`config.mk`:
```
export PLATFORM = sky130hd
export DESIGN_NAME = sccomp_uart_tx_flat
export DESIGN_NICKNAME = d
export VERILOG_FILES = /design/src/rtl/sccomp_uart_tx_if.sv /design/src/rtl/sccomp_uart_tx.sv /design/src/flat_wrapper.sv
export SDC_FILE = /design/constraint.sdc
export NUM_CORES = 1
export LEC_CHECK = 0
export CAP_MARGIN = 20
export CORE_ASPECT_RATIO = 0.8
export CORE_MARGIN = 2
export CORE_UTILIZATION = 55
export CTS_BUF_LIST = sky130_fd_sc_hd__clkbuf_16
export DETAILED_ROUTE_END_ITERATION = 8
export HOLD_SLACK_MARGIN = 0.15
export PLACE_DENSITY = 0.87
export REMOVE_ABC_BUFFERS = 1
export SETUP_SLACK_MARGIN = 0.5
export SYNTH_ARGS = -nofsm -noshare
export SYNTH_HDL_FRONTEND = slang
export SYNTH_SLANG_ARGS = --single-unit
```
`constraint.sdc`:
```
create_clock -name clock -period 4.65 [get_ports clock]
set_input_delay 0.93 -clock clock [delete_from_list [all_inputs] [get_ports clock]]
set_output_delay 0.93 -clock clock [all_outputs]
set_load 0.005 [all_outputs]
```
`src/rtl/sccomp_uart_tx_if.sv`:
```
// Data-bus bundle between the CPU store/load path and the UART transmitter.
interface sccomp_uart_tx_if;
  logic [31:0] addr;
  logic [31:0] wdata;
  logic        wmem;
  logic [31:0] rdata;
  logic        hit;

  modport master (output addr, output wdata, output wmem, input rdata, input hit);
  modport slave  (input addr, input wdata, input wmem, output rdata, output hit);
endinterface

```
`src/rtl/sccomp_uart_tx.sv`:
```
// Memory-mapped 8N1 UART transmitter: TXDATA/STATUS/DIVISOR register window,
// byte FIFO, and a baud-rate state machine driving txd LSB first.
module sccomp_uart_tx #(
  parameter logic [31:0] BASE_ADDR   = 32'h0000_FF00,
  parameter int unsigned FIFO_DEPTH  = 8,
  parameter logic [15:0] DEFAULT_DIV = 16'd434
) (
  input  logic             clock,
  input  logic             resetn,
  sccomp_uart_tx_if.slave  bus,
  output logic             txd,
  output logic             busy
);
  localparam int unsigned AW = $clog2(FIFO_DEPTH);
  localparam int unsigned CW = AW + 1;

  typedef enum logic [1:0] {IDLE, START, DATA, STOP} state_t;

  state_t        state, state_n;
  logic [15:0]   div, bit_cnt, bit_cnt_n, eff_div;
  logic [2:0]    bit_idx, bit_idx_n;
  logic [7:0]    shift, shift_n;
  logic [7:0]    mem [FIFO_DEPTH];
  logic [AW-1:0] wr_ptr, rd_ptr;
  logic [CW-1:0] count;
  logic [3:0]    count4;
  logic          overflow;
  logic          full, empty, pop, push, push_req;
  logic          we, sel_data, sel_stat, sel_div;
  logic          unused;

  assign unused = ^{bus.addr[1:0], bus.wdata[31:16]};

  // Address decode and write strobes.
  always_comb begin
    bus.hit  = (bus.addr[31:4] == BASE_ADDR[31:4]) && (bus.addr[3:2] != 2'b11);
    sel_data = bus.hit && (bus.addr[3:2] == 2'b00);
    sel_stat = bus.hit && (bus.addr[3:2] == 2'b01);
    sel_div  = bus.hit && (bus.addr[3:2] == 2'b10);
    we       = bus.wmem && bus.hit;
    push_req = we && sel_data;
    full     = (count == CW'(FIFO_DEPTH));
    empty    = (count == '0);
    push     = push_req && !full;
    eff_div  = (div == '0) ? 16'd1 : div;
    count4   = 4'(count);
    busy     = (state != IDLE) || !empty;
  end

  // Combinational register read-back.
  always_comb begin
    bus.rdata = '0;
    if (sel_stat)
      bus.rdata = {24'b0, count4, overflow, (state != IDLE), empty, full};
    else if (sel_div)
      bus.rdata = {16'b0, div};
  end

  // FIFO storage; contents need no reset since pointers define validity.
  always_ff @(posedge clock) begin
    if (push) mem[wr_ptr] <= bus.wdata[7:0];
  end

  // FIFO pointers, occupancy, sticky overflow and divisor register.
  always_ff @(posedge clock or negedge resetn) begin
    if (!resetn) begin
      wr_ptr   <= '0;
      rd_ptr   <= '0;
      count    <= '0;
      overflow <= 1'b0;
      div      <= DEFAULT_DIV;
    end else begin
      if (push) wr_ptr <= wr_ptr + 1'b1;
      if (pop)  rd_ptr <= rd_ptr + 1'b1;
      if (push && !pop)      count <= count + 1'b1;
      else if (!push && pop) count <= count - 1'b1;
      // Set has priority over a same-edge clear.
      if (push_req && full)                      overflow <= 1'b1;
      else if (we && sel_stat && bus.wdata[3])   overflow <= 1'b0;
      if (we && sel_div) div <= bus.wdata[15:0];
    end
  end

  // Transmit FSM state, bit timer, bit index and shift register.
  always_ff @(posedge clock or negedge resetn) begin
    if (!resetn) begin
      state   <= IDLE;
      bit_cnt <= '0;
      bit_idx <= '0;
      shift   <= '0;
    end else begin
      state   <= state_n;
      bit_cnt <= bit_cnt_n;
      bit_idx <= bit_idx_n;
      shift   <= shift_n;
    end
  end

  // Next-state logic; every bit start reloads the timer from the live divisor.
  always_comb begin
    state_n   = state;
    bit_cnt_n = bit_cnt - 16'd1;
    bit_idx_n = bit_idx;
    shift_n   = shift;
    pop       = 1'b0;
    txd       = 1'b1;
    unique case (state)
      IDLE: begin
        bit_cnt_n = bit_cnt;
        if (!empty) begin
          pop       = 1'b1;
          shift_n   = mem[rd_ptr];
          bit_cnt_n = eff_div;
          state_n   = START;
        end
      end
      START: begin
        txd = 1'b0;
        if (bit_cnt == 16'd1) begin
          bit_cnt_n = eff_div;
          bit_idx_n = '0;
          state_n   = DATA;
        end
      end
      DATA: begin
        txd = shift[0];
        if (bit_cnt == 16'd1) begin
          bit_cnt_n = eff_div;
          shift_n   = shift >> 1;
          bit_idx_n = bit_idx + 3'd1;
          if (bit_idx == 3'd7) state_n = STOP;
        end
      end
      STOP: begin
        if (bit_cnt == 16'd1) begin
          bit_cnt_n = eff_div;
          if (!empty) begin
            pop     = 1'b1;
            shift_n = mem[rd_ptr];
            state_n = START;
          end else begin
            state_n = IDLE;
          end
        end
      end
      default: state_n = IDLE;
    endcase
  end
endmodule

```
`src/flat_wrapper.sv`:
```
// flat-port wrapper written by rule: the top's interface ports become plain ports
module sccomp_uart_tx_flat 
#(
  parameter logic [31:0] BASE_ADDR   = 32'h0000_FF00,
  parameter int unsigned FIFO_DEPTH  = 8,
  parameter logic [15:0] DEFAULT_DIV = 16'd434
)
  (clock, resetn, txd, busy, bus_addr, bus_wdata, bus_wmem, bus_rdata, bus_hit);
  sccomp_uart_tx_if bus_i ();
  input  logic clock;
  input  logic resetn;
  output logic txd;
  output logic busy;
  input wire logic [$bits(bus_i.addr)-1:0] bus_addr;
  input wire logic [$bits(bus_i.wdata)-1:0] bus_wdata;
  input wire logic [$bits(bus_i.wmem)-1:0] bus_wmem;
  output wire logic [$bits(bus_i.rdata)-1:0] bus_rdata;
  output wire logic [$bits(bus_i.hit)-1:0] bus_hit;
  assign bus_i.addr = bus_addr;
  assign bus_i.wdata = bus_wdata;
  assign bus_i.wmem = bus_wmem;
  assign bus_rdata = bus_i.rdata;
  assign bus_hit = bus_i.hit;
  sccomp_uart_tx #(.BASE_ADDR(BASE_ADDR), .FIFO_DEPTH(FIFO_DEPTH), .DEFAULT_DIV(DEFAULT_DIV)) u_core (.clock(clock), .resetn(resetn), .bus(bus_i), .txd(txd), .busy(busy));
endmodule
```
==> out/results.tsv <==
stage	metric	value	unit
placement	dpl ws	152	ps
timing	Final Cycle Share	90.8	%
synthesis	syn avg cell area	12.9	µm²
pwr	power density over cell area	393	nW/µm²
timing	setup total negative slack	0	ps
routing	met2 routed WL	7620	µm
floorplan	Die W	120	µm
grt	vias in the first global route	4405	
synthesis	YS warnings	0	
setup_path	WS Path Type	input pin to output pin	
synthesis	asr flop ratio synth	46.7	%
synthesis	Synth top area share	32.7	%
routing	M1 wire length	5760	µm
synthesis	Mapped Area	5880	µm²
timing	worst slew pin tran	875	ps
timing	Final Skew	7.11	ps
timing	relative slew slack	41.3	%
setup_path	CP max stage cell	clkdlybuf4s50_1	
synthesis	EDFF count, synth	64	
setup_path	crit path from	bus_addr[15]	
routing	DRC	0	
status	status	finished clean	
setup_path	cell mode on critical path	buf_4	
floorplan	die height	96.5	µm
setup_path	crit-path max cell delay	470	ps
clock_network	worst skew pair latency	420	ps
routing	First DRT Iteration DRCs	569	
grt	first-pass GRT wire length	23800	µm
floorplan	I/O pins	102	
routing	routed len/inst	22.3	µm
clock_network	clk buf depth	2	
timing	RSZ-0062 raised after global routing	yes	
synthesis	post-synthesis cell type count	61	
floorplan	area of the die	11500	µm²
timing	final worst slack	430	ps
final_layout	layout cells sized above 1	21.3	%
synthesis	sequential area share after synthesis	56.6	%
timing	Final setup viols	0	
grt	initial antenna violation count	0	
setup_path	Startpoint Class	input pin	
worst_hold_path	worst hold-check path type	register to register	
setup_path	CP arrival	3290	ps
timing	fmax	237	MHz
final_layout	layout net count	629	
routing	via count	4455	
routing	met3 WL	1540	µm
grt	global-route congestion overflow total	0	
placement	GP Congestion	0.817	
setup_path	Worst R2R Start	u_core.bit_cnt[6]	
clock_network	CTS sink cnt	120	
pwr	Lkg Pwr	0.00305	µW
routing	drt pass-1 iters	6	
final_layout	Core Util, Final	71.4	%
clock_network	CTS tree	built	
routing	WL final	15600	µm
floorplan	initial core utilization	57.0	%
floorplan	core area	10300	µm²
grt	GRT Total Usage	28.0	%
routing	Routed Antenna Nets	0	
grt	largest net degree at the start of global routing	57	
setup_path	CP Capture Type	output pin	
routing	uppermost routed layer	met4	
worst_hold_path	Hold Startpoint	u_core.shift[0]	
timing	crit path time final	4220	ps
clock_network	cts hold-fix bufs	0	
clock_network	H-Tree Depth	4	
placement	PortBufs	67	
pwr	VDD IR max	0.000172	V
job	Max-cap violations	0	
synthesis	Synth top cells by count	edfxtp_1 (64), dfrtp_1 (51), nand2_1 (37)	
synthesis	number of synthesized register bits	120	
final_layout	Filler Cell Count	619	
routing	vias per cell	6.36	
placement	Detailed Place HPWL	8980	µm
synthesis	Top FF cell, synth	edfxtp_1	
synthesis	most frequent cell after synthesis	edfxtp_1	
final_layout	Synth-to-Final Area Change	25.3	%
floorplan	num rows	33	
setup_path	worst-path maximum fanout	3	
synthesis	area leader, netlist	edfxtp_1	
final_layout	ANT cells	0	
setup_path	Critical Path RT	3720	ps
timing	final hold vios	0	
synthesis	Area contributors post-synth	edfxtp_1 (33%), dfrtp_1 (22%), mux4_2 (6.1%), ha_1 (3.0%), mux2_4 (2.8%)	
timing	Slew Limit Fails	0	
clock_network	Root Driver	clkbuf_16	
synthesis	Synth Instances	457	
clock_network	CTS buffer count	17	
clock_network	Clock transition at path regs	60	ps
setup_path	worst-path cell chain	clkdlybuf4s50_1 > or4b_1 > a2111o_1 > buf_4 > nor3_4 > and2_4 > buf_4 > a22o_1 > dlygate4sd2_1	
[logic make-up after synthesis]
logic type | Yosys count | share of synthesized area (%)
AO/OA/AOI/OAI | 76 | 8.38
XOR/XNOR | 8 | 1.19
adder cells (fa/ha/maj) | 15 | 3.32
buffers and inverters | 53 | 4.91
flip-flops | 120 | 56.6
multiplexers | 46 | 12.4
other | 1 | 0.0637
AND/OR/NAND/NOR | 138 | 13.2
[what timing repair did]
item | CTS | global route
cloned | 1 | 0
setup buffers | 7 | 6
resized for setup | 19 | 14
endpoints found under the setup margin | 16 | 8
pin swaps | 1 | 2
[layer usage]
layer	global-route usage, %	up-vias
li1	-	1875
met1	35.4	2169
met2	46.8	338
met3	6.40	73
met4	12.7	0
met5	0	-
[metrics by stage]
stage	hold slack, ps	power, µW	std cells	cell area [µm²]
after global routing	508	2990	700	7370
after CTS	484	2880	693	7310
after floorplan	443	1440	430	5690
after detailed placement	470	1570	653	6660
final	477	2890	700	7370
after global placement	457	1550	652	6650
[worst max-delay path: cells and delay by family]
kind                   cells  cell delay, ps
AOI/OAI and AO/OA          2             520
buffers and inverters      4            1000
and+or+nand+nor            3             840
[where the power goes]
group | internal [µW] | switching [µW] | total [µW]
Sequential | 1170 | 49.0 | 1220
Clock | 800 | 520 | 1320
Combinational | 192 | 166 | 358
[final cells by class]
| type | count | area (µm²) | share of cell area, % |
|---|---|---|---|
| Tap cell | 140 | 175 | 2.38 |
| Multi-Input combinational cell | 299 | 2330 | 31.7 |
| Clock buffer | 17 | 425 | 5.77 |
| Timing Repair Buffer | 98 | 900 | 12.2 |
| Clock inverter | 15 | 168 | 2.27 |
| Inverter | 11 | 41.3 | 0.560 |
| Sequential cell | 120 | 3330 | 45.2 |
[registers in the layout, indices dropped and copies added, names as in the netlist]
register         count
u_core.bit_cnt      16
u_core.bit_idx       3
u_core.count         4
u_core.div          16
u_core.mem          64
u_core.overflow      1
u_core.rd_ptr        3
u_core.shift         8
u_core.state         2
u_core.wr_ptr        3
[worst paths after layout]
check                                     to  slack [ps]  cells past startpoint
max in group asynchronous      u_core.div[6]        3500                      2
min in group asynchronous  u_core.bit_idx[2]         650                      2
hold / removal               u_core.shift[0]         480                      2
hold reg to reg              u_core.shift[0]         480                      2
setup reg to reg             u_core.count[3]        1180                     12
setup / recovery                bus_rdata[6]         430                      9
[placed cells by master (no fill, tap or decap), types with 8 or more instances in the layout]
cell	instances
inv_1	11
mux2_2	9
and2_1	9
a21oi_1	21
dfrtp_1	51
edfxtp_1	64
clkdlybuf4s50_1	51
ha_1	14
mux4_2	16
nand2_1	37
nor3_1	8
o21ai_0	21
conb_1	16
buf_4	27
nor4_1	14
dlygate4sd2_1	8
mux2i_1	10
nor2_1	25
mux2_4	11
clkbuf_16	17
(Power assumes the default switching activity.)
